--- src/rtl/fetch_unit.sv ---
// -----------------------------------------------------------------------------
// fetch_unit
//
// Instruction fetch unit for the RV32 core. It holds the PC and issues word
// reads to instruction memory over a ready handshake. It registers the returned
// word and presents it to decode with the control key {funct7, funct3, opcode}
// already extracted and a 3-bit instruction-type code. Branch/jump redirects
// reload the PC. A misaligned redirect target parks the unit in a sticky fault
// state that only reset clears.
//
// Parameters:
//   RESET_PC     PC loaded on reset (word-aligned)
//
// Ports:
//   clk          system clock, rising-edge
//   nRst         asynchronous active-low reset
//   imem_read    read request to instruction memory
//   imem_addr    request address (the PC register)
//   imem_data    read data, valid with imem_ready
//   imem_ready   memory completes the current request this cycle
//   stall        decode cannot accept; hold the presented instruction
//   redirect_en  load redirect_pc (branch taken / jump)
//   redirect_pc  redirect target
//   instruction  registered instruction word
//   inst_pc      address the instruction was fetched from
//   inst_valid   instruction / inst_pc / decode_key / i_type are valid
//   decode_key   {instruction[31:25], instruction[14:12], instruction[6:0]}
//   i_type       instruction-type code (R=0 I=1 S=2 SB=3 UJ=4 U=5 illegal=7)
//   fault        sticky misaligned-redirect fault
// -----------------------------------------------------------------------------
module fetch_unit #(
  parameter logic [31:0] RESET_PC = 32'h0000_0000
) (
  input  logic        clk,
  input  logic        nRst,
  output logic        imem_read,
  output logic [31:0] imem_addr,
  input  logic [31:0] imem_data,
  input  logic        imem_ready,
  input  logic        stall,
  input  logic        redirect_en,
  input  logic [31:0] redirect_pc,
  output logic [31:0] instruction,
  output logic [31:0] inst_pc,
  output logic        inst_valid,
  output logic [16:0] decode_key,
  output logic [2:0]  i_type,
  output logic        fault
);

  localparam logic [31:0] NOP_INST  = 32'h0000_0013;
  localparam logic [31:0] PC_STEP   = 32'd4;

  localparam logic [2:0]  TYPE_R    = 3'd0;
  localparam logic [2:0]  TYPE_I    = 3'd1;
  localparam logic [2:0]  TYPE_S    = 3'd2;
  localparam logic [2:0]  TYPE_SB   = 3'd3;
  localparam logic [2:0]  TYPE_UJ   = 3'd4;
  localparam logic [2:0]  TYPE_U    = 3'd5;
  localparam logic [2:0]  TYPE_ILL  = 3'd7;

  typedef enum logic [1:0] {
    IDLE  = 2'd0,
    REQ   = 2'd1,
    VALID = 2'd2,
    FAULT = 2'd3
  } state_t;

  // Map the 7-bit opcode onto the type code the control unit expects.
  // Unknown opcodes still produce a valid instruction; decode traps them.
  function automatic logic [2:0] decode_type(input logic [6:0] opc);
    logic [2:0] t;
    case (opc)
      7'b0110011:                         t = TYPE_R;
      7'b0010011, 7'b0000011, 7'b1100111: t = TYPE_I;
      7'b0100011:                         t = TYPE_S;
      7'b1100011:                         t = TYPE_SB;
      7'b1101111:                         t = TYPE_UJ;
      7'b0110111, 7'b0010111:             t = TYPE_U;
      default:                            t = TYPE_ILL;
    endcase
    return t;
  endfunction

  // A redirect target must sit on a word boundary.
  function automatic logic is_aligned(input logic [31:0] addr);
    return (addr[1:0] == 2'b00);
  endfunction

  state_t      state;
  logic [31:0] pc_p0;
  logic        read_p0;
  logic [31:0] inst_p1;
  logic [31:0] inst_pc_p1;
  logic [2:0]  i_type_p1;
  logic        vld_p1;
  logic        fault_p1;

  // ---- request stage (p0) / registered instruction stage (p1) ----
  // Every output is a register. Redirect outranks both imem_ready and stall,
  // so a word that returns in the same cycle as a redirect is dropped.
  always_ff @(posedge clk or negedge nRst) begin
    if (!nRst) begin
      state      <= IDLE;
      pc_p0      <= RESET_PC;
      read_p0    <= 1'b0;
      inst_p1    <= NOP_INST;
      inst_pc_p1 <= 32'h0000_0000;
      i_type_p1  <= TYPE_I;
      vld_p1     <= 1'b0;
      fault_p1   <= 1'b0;
    end else if (state == FAULT) begin
      // Parked until reset; keep the bus quiet and the fault flag up.
      read_p0  <= 1'b0;
      vld_p1   <= 1'b0;
      fault_p1 <= 1'b1;
    end else if (redirect_en) begin
      if (is_aligned(redirect_pc)) begin
        pc_p0   <= redirect_pc;
        read_p0 <= 1'b1;
        vld_p1  <= 1'b0;
        state   <= REQ;
      end else begin
        // The PC keeps its old value so the faulting context is still visible.
        read_p0  <= 1'b0;
        vld_p1   <= 1'b0;
        fault_p1 <= 1'b1;
        state    <= FAULT;
      end
    end else begin
      case (state)
        IDLE: begin
          // One quiet cycle after reset before the first request.
          read_p0 <= 1'b1;
          state   <= REQ;
        end
        REQ: begin
          if (imem_ready) begin
            inst_p1    <= imem_data;
            inst_pc_p1 <= pc_p0;
            i_type_p1  <= decode_type(imem_data[6:0]);
            pc_p0      <= pc_p0 + PC_STEP;  // 32-bit wrap is intended
            vld_p1     <= 1'b1;
            read_p0    <= 1'b0;
            state      <= VALID;
          end
        end
        VALID: begin
          // Consumed when decode accepts; the next fetch starts right away.
          if (!stall) begin
            vld_p1  <= 1'b0;
            read_p0 <= 1'b1;
            state   <= REQ;
          end
        end
        default: begin
          state <= FAULT;
        end
      endcase
    end
  end

  assign imem_read   = read_p0;
  assign imem_addr   = pc_p0;
  assign instruction = inst_p1;
  assign inst_pc     = inst_pc_p1;
  assign inst_valid  = vld_p1;
  assign i_type      = i_type_p1;
  assign fault       = fault_p1;
  assign decode_key  = {inst_p1[31:25], inst_p1[14:12], inst_p1[6:0]};

endmodule

--- config.mk ---
export PLATFORM = sky130hd
export DESIGN_NAME = fetch_unit
export DESIGN_NICKNAME = d
export VERILOG_FILES = /design/src/rtl/fetch_unit.sv
export SDC_FILE = /design/constraint.sdc
export NUM_CORES = 1
export LEC_CHECK = 0
export CORE_UTILIZATION = 48
export CTS_CLUSTER_SIZE = 10
export DETAILED_ROUTE_END_ITERATION = 16
export GPL_TIMING_DRIVEN = 1
export HOLD_SLACK_MARGIN = 0.06
export PLACE_DENSITY = 0.93
export SLEW_MARGIN = 10
export SYNTH_ARGS = -nofsm -noshare
export SYNTH_HDL_FRONTEND = slang
export SYNTH_SLANG_ARGS = --single-unit
export TNS_END_PERCENT = 10
--- constraint.sdc ---
create_clock -name clk -period 3.95 [get_ports clk]
set_clock_uncertainty 0.2 [all_clocks]
set_input_delay 0.79 -clock clk [delete_from_list [all_inputs] [get_ports clk]]
set_output_delay 0.79 -clock clk [all_outputs]
set_load 0.02 [all_outputs]
# Word-level counts from Yosys, hierarchy flattened

Index checks and enable logic that the tools add are counted.
Widths: inputs -> output; s select.

$add $sub $neg: 1
$mul: 0
Divide/modulo/power cells: 0
Magnitude comparators: 0
Equality and inequality tests: 18
Shifts and indexed selects: 0
Multiplexer cells: 24
Bitwise operators: 2
Reduce and logical (&&, ||, !) cells: 15

Operators by type and width:

| kind                  | number |
|---|---|
| $mux 32               | 4 |
| $add 32x3->32 const B | 1 |
| $eq 7x6->1 const B    | 3 |
| $eq 7x7->1 const B    | 3 |
| $pmux 3 s6            | 1 |
| $eq 7x5->1 const B    | 2 |
| $mux 1                | 12 |
| $reduce_and 3->1      | 3 |
| $mux 2                | 4 |
| $ne 4x4->1 const B    | 2 |
| $reduce_and 4->1      | 2 |
| $eq 7x2->1 const B    | 1 |
| $ne 3x3->1 const B    | 2 |
| $pmux 2 s3            | 1 |
| $reduce_bool 2->1     | 3 |
| $reduce_bool 5->1     | 1 |
| $eq 2x2->1 const B    | 2 |
| $logic_not 2->1       | 2 |
| $reduce_bool 4->1     | 1 |
| $pmux 1 s3            | 1 |
| $reduce_or 3->1       | 1 |
| $eq 2x1->1 const B    | 1 |
| $ne 2x1->1 const B    | 1 |
| $ne 2x2->1 const B    | 1 |
| 4 further kinds       | 5 |

Register bits: 104
Bits in latches: 0
Bits in writable memories: 0
Bits in read-only memories: 0
Output and inout bits: 119
Logic and storage cells: 68
Memories: 0

# Depth between registers and ports, before layout

Gate-level depths: netlist of run 1.

Depth after elaboration: 4
Mapped depth: 8
Mapped depth without buffers: 7

# Worst setup path before layout of run 1

Ideal clock, no wire load.

Path type: in2reg
From: input port redirect_pc[1]
To: register pc_p0[26] (netlist: imem_addr[26])
Setup time: 0.126 ns
Arrival time: 1.931 ns
Path slack: 1.693 ns
Stages on the path: 5
Buffers on the path: 1
Path through: or3b_2 -> nor2_2 -> nor2_1 -> buf_2 -> a221o_1

Cells in the longest elaborated chain, start to end: 3

RTL lines:

| item                       | RTL line | text |
|---|---|---|
| from (decl)                | 42       | `input logic [31:0] redirect_pc,` |
| $logic_not 2->1            | 87       | `return (addr[1:0] == 2'b00);` |
| $ne 2x1->1 (no line)       | n/a      |  |
| $reduce_and 4->1 (no line) | n/a      |  |
| to (signal assigned)       | 119      | `pc_p0 <= redirect_pc;` |
| to (signal assigned)       | 142      | `pc_p0 <= pc_p0 + PC_STEP;` |
| to (decl)                  | 91       | `logic [31:0] pc_p0;` |

Every way passes these cells.
A chain may end at the register's enable or synchronous reset.

# Worst setup path after layout of run 1

From: input port redirect_pc[1]
To: register pc_p0[12] (netlist: imem_addr[12])

The elaborated chain is that of the path after synthesis.

==> results.md, run 1 <==
| Metric | Value | Unit |
|---|---|---|
| Max stage delay cell, worst path | or4b_1 | - |
| Worst setup slack for register-to-register paths | 1.16 | ns |
| Most instantiated flip-flop cell in the synthesis netlist | dfrtp_1 | - |
| Final Instance Area | 7025 | um^2 |
| Antenna Nets Post-Route | 0 | - |
| Final Routed Wirelength | 14,270 | um |
| Sum of met2 wire segment lengths after detailed routing | 7307 | um |
| Synth Area in Adders | 1.782 | % |
| Number of enable flip-flop cells after synthesis | 0 | - |
| Share of the synthesized area in compound gates (AO/OA/AOI/OAI) | 11.68 | % |
| Async SR Flop Fraction | 100.0 | % |
| Clock-pin transition on the worst setup and hold timing paths | 0.11 | ns |
| Iter 0 DRT Violations | 287 | - |
| Final core utilization | 71.22 | % |
| Result of the run | finished clean | - |
| Total core area | 9864 | um^2 |
| Cell Count Post-Placement | 845 | - |
| Number of antenna violations at the first check in global routing | 0 | - |
| Synthesized instance count | 561 | - |
| Die ar. | 10,650 | um^2 |
| Final weighted congestion in routability-driven placement | 0.9077 | - |
| Latest clock arrival within the worst-skew pair | 0.36 | ns |
| Register bit total from synthesis | 104 | - |
| Synthesized-area fraction occupied by xor and xnor cells | 0.1782 | % |
| Worst-margin pin slew | 0.7482 | ns |
| Ant. Diodes | 0 | - |
| Cell type with the largest total area after synthesis | dfrtp_1 | - |
| Setup TNS | 0 | ns |
| Maximum clock frequency | 341.5 | MHz |
| Wire length on met3 | 923 | um |
| Area Growth Syn to Fin | 42.91 | % |
| Critical path class | in -> reg | - |
| Hold-fix buffers at CTS | 0 | - |
| Placed cell area | 6807 | um^2 |
| Clock tree from TritonCTS | built | - |
| Largest incremental delay on the critical path | 0.54 | ns |
| Global-route wire length before repair | 22,180 | um |
| # setup viols final | 0 | - |
| Number of detailed-routing iterations run before antenna repair | 5 | - |
| Launch instance of the worst register-to-register path | state[0] | - |
| HP Class | in -> async | - |
| Final layout net count | 799 | - |
| Dominant combinational cell family by area after synthesis | simple AND/OR/NAND/NOR gates | - |
| Post-route insts no fill | 860 | - |
| Worst hold slack | 0.2450 | ns |
| Unrepaired setup endpoints after global routing | false | - |
| TritonCTS Sinks | 104 | - |
| Clock H-tree levels | 3 | - |
| Cells taking the most area after synthesis | dfrtp_1, nand2_1, buf_4 | - |
| Total power of the final layout | 5.375 | mW |
| Worst Setup Start Kind | primary input | - |
| Overflow left after global routing | 0 | - |
| Crit-path leading delay family | simple AND/OR/NAND/NOR gates | - |
| Synthesis Warnings | 0 | - |
| Period utilisation layout | 74.13 | % |
| Nets in the synthesized netlist | 637 | - |
| Rel. slew slack | 49.93 | % |
| Via count of the first global-routing pass | 4,514 | - |
| Sequence of cells on the critical path | clkdlybuf4s50_1 > or4b_1 > buf_4 > nand2_1 > o21ai_0 > a222oi_1 > inv_1 | - |
| Initial core utilization | 49.84 | % |
| Routed length per placed instance | 16.59 | um |
| CTS Buf Count | 9 | - |
| Leak | 3.198 | nW |
| I/O pins | 188 | - |
| Peak VDD IR | 0.3388 | mV |
| Critical path fanouts, max | 20 | - |
| Seq/Total Area, Yosys | 53.04 | % |
| Reg-to-Reg End | imem_addr[12] | - |
| Buffers on Ports | 187 | - |
| Share of the synthesized area in the top cell type | 50.90 | % |
| Routed via count | 4,765 | - |
| Number of placement rows | 36 | - |
| Mux share of post-synthesis cell area | 0.8145 | % |
| Number of gates resized after CTS | 0 | - |
| Overall die height | 103.2 | um |
| Critical path buffers and inverters | 3 | - |
| Endpoint class of the critical path | flop | - |
| Top Metal Used | met4 | - |
| Netlist area before placement | 4916 | um^2 |
| Time the worst path needs with I/O delays and setup | 2.928 | ns |
| Arr. time, crit path | 2.97 | ns |
| Met1 Routed Length | 5752 | um |
| Largest buffer count on any clock path | 2 | - |
| Post-route DRC | 0 | - |
| Worst Slack Setup Final | 1.022 | ns |
| Global routing usage summed across all routing layers | 27.00 | % |
| Number of different library cells in the post-synthesis netlist | 55 | - |
| Total setup buffers inserted after CTS | 0 | - |
| Pwr/cell area | 765.0 | nW/um^2 |
| Width of the die | 103.2 | um |
| Simple-gate portion of the synthesized area | 27.03 | % |
| Max-cap viol count | 0 | - |
| Max-slew violation count | 0 | - |
| Post-DR vias/cell | 5.541 | - |
| Clock root buffer master | clkbuf_8 | - |
| Cell depth of the worst flop-to-flop path | 7 | - |
| Detailed placer's ending HPWL | 10,210 | um |
| Mean post-synth cell area | 8.763 | um^2 |
| Total count of hold-check failures in the final report | 0 | - |
| Worst slack at placement | 0.6802 | ns |
| Share of layout cells above drive strength 1 | 5.227 | % |
| Pin count of the biggest net entering global routing | 81 | - |
| Data required time at the worst endpoint | 3.99 | ns |
[routing by layer]
metal,up-vias,track usage (%)
li1,2200,-
met1,2305,34.91
met2,229,46.46
met3,31,3.965
met4,0,9.751
met5,-,0
[cell usage after synthesis (3+ instances only)]
library cell,number
nand2_1,211
o22a_1,3
nand3_1,14
o22ai_1,7
a221o_1,3
nor3_1,10
a22oi_1,4
a211oi_1,3
buf_1,10
a31oi_1,3
a21oi_1,21
inv_1,8
buf_4,18
o32ai_1,3
nor2_1,31
dfrtp_1,100
ha_1,7
and3_1,9
buf_2,8
nor4_1,3
o21ai_0,25
and2_1,4
mux2i_1,4
dfstp_2,4
and4_1,4
nand4_1,4
clkbuf_1,7
[flip-flops by register name (all words and copies together), names as in the netlist]
register,flops
inst_pc,32
imem_read,1
i_type,3
imem_addr,32
state,2
inst_valid,1
instruction,32
fault,1
[worst register-to-register path, cell delays in order (launching register included)]
cell	delay [ns]
dfrtp_1	0.44
ha_1	0.32
or4b_1	0.51
buf_4	0.23
nand2_1	0.49
o21ai_0	0.17
a222oi_1	0.25
inv_1	0.07
[how the worst max path moves through the flow]
stage                               from       endpoint  depth (start not counted)
after floorplan           redirect_pc[1]  imem_addr[26]                          5
after global placement    redirect_pc[1]  imem_addr[12]                          7
after detailed placement  redirect_pc[1]  imem_addr[12]                          7
after CTS                 redirect_pc[1]  imem_addr[12]                          7
after global routing      redirect_pc[1]  imem_addr[12]                          7
final                     redirect_pc[1]  imem_addr[12]                          7
[where the power goes]
part	leakage (nW)	internal, mW	switching [mW]
Combinational	1.80	1.26	1.41
Clock	0.108	0.371	0.359
Sequential	1.29	1.53	0.454
[placed cells by master (no fill, tap or decap), types with 4 or more instances in the layout]
cell,netlist,final
ha_1,7,7
a21oi_1,21,21
and4_1,4,4
clkbuf_8,0,10
nand3_1,14,14
a22oi_1,4,4
and2_1,4,4
nand4_1,4,4
nor3_1,10,10
inv_1,8,8
o21ai_0,25,25
dfrtp_1,100,100
and3_1,9,9
buf_4,18,6
nand2_1,211,211
dfstp_2,4,4
o22ai_1,7,7
mux2i_1,4,4
clkdlybuf4s50_1,0,186
nor2_1,31,31
[cell type report]
type / instances / area, um^2
Clock buffer: 10 / 137.6
Clock inverter: 5 / 81.33
Fill cell: 738 / 2839
Inverter: 8 / 30.03
Multi-Input combinational cell: 406 / 2056
Sequential cell: 104 / 2608
Tap cell: 133 / 166.4
Timing Repair Buffer: 194 / 1947
[cells by family (layout without fill, tap and decap cells)]
logic type,after synthesis,count (layout)
flip-flops,104,104
multiplexers,4,4
AND/OR/NAND/NOR,305,305
buffers and inverters,51,217
adder cells (fa/ha/maj),7,7
XOR/XNOR,1,1
AO/OA/AOI/OAI,89,89
No activity file was read; power rests on OpenSTA's default activity.
==> inputs of run 2 (changes only) <==
--- a/config.mk
+++ b/config.mk
@@ -5,12 +5,12 @@
 export SDC_FILE = /design/constraint.sdc
 export NUM_CORES = 1
 export LEC_CHECK = 0
-export CORE_UTILIZATION = 48
+export CORE_UTILIZATION = 40
 export CTS_CLUSTER_SIZE = 10
 export DETAILED_ROUTE_END_ITERATION = 16
 export GPL_TIMING_DRIVEN = 1
 export HOLD_SLACK_MARGIN = 0.06
-export PLACE_DENSITY = 0.93
+export PLACE_DENSITY = 0.84
 export SLEW_MARGIN = 10
 export SYNTH_ARGS = -nofsm -noshare
 export SYNTH_HDL_FRONTEND = slang
==> constraint.sdc (replaced) <==
create_clock -name clk -period 2.6 [get_ports clk]
set_clock_uncertainty 0.2 [all_clocks]
set_input_delay 0.52 -clock clk [delete_from_list [all_inputs] [get_ports clk]]
set_output_delay 0.52 -clock clk [all_outputs]
set_load 0.02 [all_outputs]
==> run 2 against run 1 <==
Net effect: sequential power rose by 52%; critical path depth did not move; core utilization fell by 11 points; die area rose by 20%.
==> results.md, run 2 (synthesized netlist as in run 1, its figures left out) <==
| Metric | Value | Unit |
|---|---|---|
| Sequence of cells on the critical path | inv_1 > ha_1 > and4bb_2 > buf_4 > buf_4 > nand2_1 > nand2_1 | - |
| Overflow left after global routing | 0 | - |
| Clock root buffer master | clkbuf_16 | - |
| Area Growth Syn to Fin | 47.42 | % |
| Latest clock arrival within the worst-skew pair | 0.34 | ns |
| Startpoint of the tightest hold check path | fault | - |
| Post-route DRC | 0 | - |
| Data required time at the worst endpoint | 2.67 | ns |
| Max stage delay cell, worst path | dfrtp_1 | - |
| Largest buffer count on any clock path | 2 | - |
| Arr. time, crit path | 2.44 | ns |
| Routed via count | 4,770 | - |
| Ant. Diodes | 0 | - |
| Number of antenna violations at the first check in global routing | 0 | - |
| Global-route track usage on met1 | 31.11 | % |
| Routed length per placed instance | 16.27 | um |
| Number of stages on the worst hold path | 2 | - |
| Leading cell types in the layout, fill and taps excluded | nand2_1, clkdlybuf4s50_1, dfrtp_1 | - |
| Final weighted congestion in routability-driven placement | 0.8576 | - |
| Global-route wire length before repair | 23,750 | um |
| Cell depth of the worst flop-to-flop path | 7 | - |
| Area occupied by multi-input gates | 2056 | um^2 |
| Worst setup path startpoint | state[1] | - |
| Leak | 3.322 | nW |
| Number of detailed-routing iterations run before antenna repair | 5 | - |
| Worst Slack Setup Final | 0.2290 | ns |
| Die ar. | 12,740 | um^2 |
| Post-DR vias/cell | 5.342 | - |
| Placed cell area | 6964 | um^2 |
| Pin count of the biggest net entering global routing | 51 | - |
| Max-slew violation count | 0 | - |
| Worst Setup Start Kind | flop | - |
| Endpoint class of the critical path | flop | - |
| Number of placement rows | 40 | - |
| HP Class | reg -> reg | - |
| GR Util met2 | 39.14 | % |
| Antenna Nets Post-Route | 0 | - |
| Worst-margin pin slew | 0.6841 | ns |
| Final Instance Area | 7247 | um^2 |
| Total core area | 12,010 | um^2 |
| Global-route met3 utilization | 2.785 | % |
| Register cell area after layout | 2608 | um^2 |
| Stages on the worst setup path | 7 | - |
| CTS Buf Count | 9 | - |
| Launch instance of the worst register-to-register path | state[1] | - |
| Result of the run | finished clean | - |
| Maximum clock frequency | 421.8 | MHz |
| Clock tree from TritonCTS | built | - |
| # setup viols final | 0 | - |
| Initial core utilization | 40.93 | % |
| Unrepaired setup endpoints after global routing | false | - |
| Buffers on Ports | 187 | - |
| Clock H-tree levels | 3 | - |
| Share of layout cells above drive strength 1 | 6.971 | % |
| Detailed placer's ending HPWL | 10,770 | um |
| Most common cell after layout, fill and taps aside | nand2_1 | - |
| Total setup buffers inserted after CTS | 0 | - |
| TritonCTS Sinks | 104 | - |
| Rel. slew slack | 54.22 | % |
| Setup TNS | 0 | ns |
| Period utilisation layout | 91.19 | % |
| Largest incremental delay on the critical path | 0.45 | ns |
| Filler cell count in the final layout | 1,023 | - |
| Critical path fanouts, max | 29 | - |
| Final Routed Wirelength | 14,530 | um |
| Overall die height | 112.9 | um |
| Max-cap viol count | 0 | - |
| Width of the die | 112.9 | um |
| Total count of hold-check failures in the final report | 0 | - |
| Busiest layer in global routing | met2 | - |
| Iter 0 DRT Violations | 370 | - |
| I/O pins | 188 | - |
| Crit-path leading delay family | buffers and inverters | - |
| Final layout net count | 817 | - |
| Pwr/cell area | 1159 | nW/um^2 |
| Peak VDD IR | 0.4730 | mV |
| Clock-pin transition on the worst setup and hold timing paths | 0.06 | ns |
| Time the worst path needs with I/O delays and setup | 2.371 | ns |
| Critical path class | reg -> reg | - |
| Worst slack at placement | 0.0003533 | ns |
| Critical path buffers and inverters | 3 | - |
| Via count of the first global-routing pass | 4,612 | - |
| Global routing usage summed across all routing layers | 23.40 | % |
-- run 2: final timing paths --
| path | end | slack (ns) |
|---|---|---|
| worst min-delay path | fault | 0.26 |
| worst max-delay path | inst_pc[7] | 0.23 |
| worst max register to register | inst_pc[7] | 0.23 |
| worst min register to register | fault | 0.26 |
| max in group asynchronous | instruction[0] | 0.93 |
| min in group asynchronous | instruction[2] | 0.53 |
-- run 2: routing by layer --
metal	vias up	share of wire, %
li1	2247	-
met1	2266	43
met2	228	49
met3	29	5.8
met4	0	2.5
met5	-	0
-- run 2: power breakdown --
group	total [mW]	internal [mW]	switching [mW]	leakage, nW
sequential	3.00	2.32	0.678	1.29
combinational	4.13	1.97	2.17	1.90
clock	1.26	0.703	0.560	0.134
-- run 2: per-stage QoR --
| step | hold slack, ns | power [mW] | util [%] | cells |
|---|---|---|---|---|
| floorplan | 0.02441 | 5.068 | - | 561 |
| global placement | 0.2501 | 7.016 | 57.98 | 876 |
| detailed placement | 0.2501 | 7.165 | 57.98 | 876 |
| CTS | 0.2659 | 8.459 | 60.33 | 893 |
| global route | 0.2864 | 8.892 | 60.33 | 893 |
| finish | 0.2614 | 8.397 | 60.33 | 893 |
-- run 2: area by class of cell --
class	count	share of cell area [%]
sequential	104	35.98
clock inverter	1	0.06906
tap	147	2.538
inverter	8	0.4144
timing repair buffer	212	28.94
clock buffer	15	3.695
multi-input combinational	406	28.37
-- run 2: tightest hold or removal path, stage by stage, from the launching register on --
cell and delay, ns:
dfrtp_1 0.35, nor2_1 0.04, nand2_1 0.04
-- run 2: what timing repair did --
item,CTS,global route
gates resized for setup,0,0
endpoints found under the hold margin,40,0
hold buffers,1,0
==> inputs of run 3 (changes only) <==
==> constraint.sdc (replaced) <==
create_clock -name clk -period 2.6 [get_ports clk]
set_clock_uncertainty 0.2 [all_clocks]
set_input_delay 0.52 -clock clk [delete_from_list [all_inputs] [get_ports clk]]
set_output_delay 0.52 -clock clk [all_outputs]
set_load 0.005 [all_outputs]
==> results of run 3 <==
Same layout as run 2 (identical final DEF). Status: finished clean.
Main changes from that run: total power 8.397 mW -> 7.462 mW; worst IR drop on VDD 0.4730 mV -> 0.4145 mV
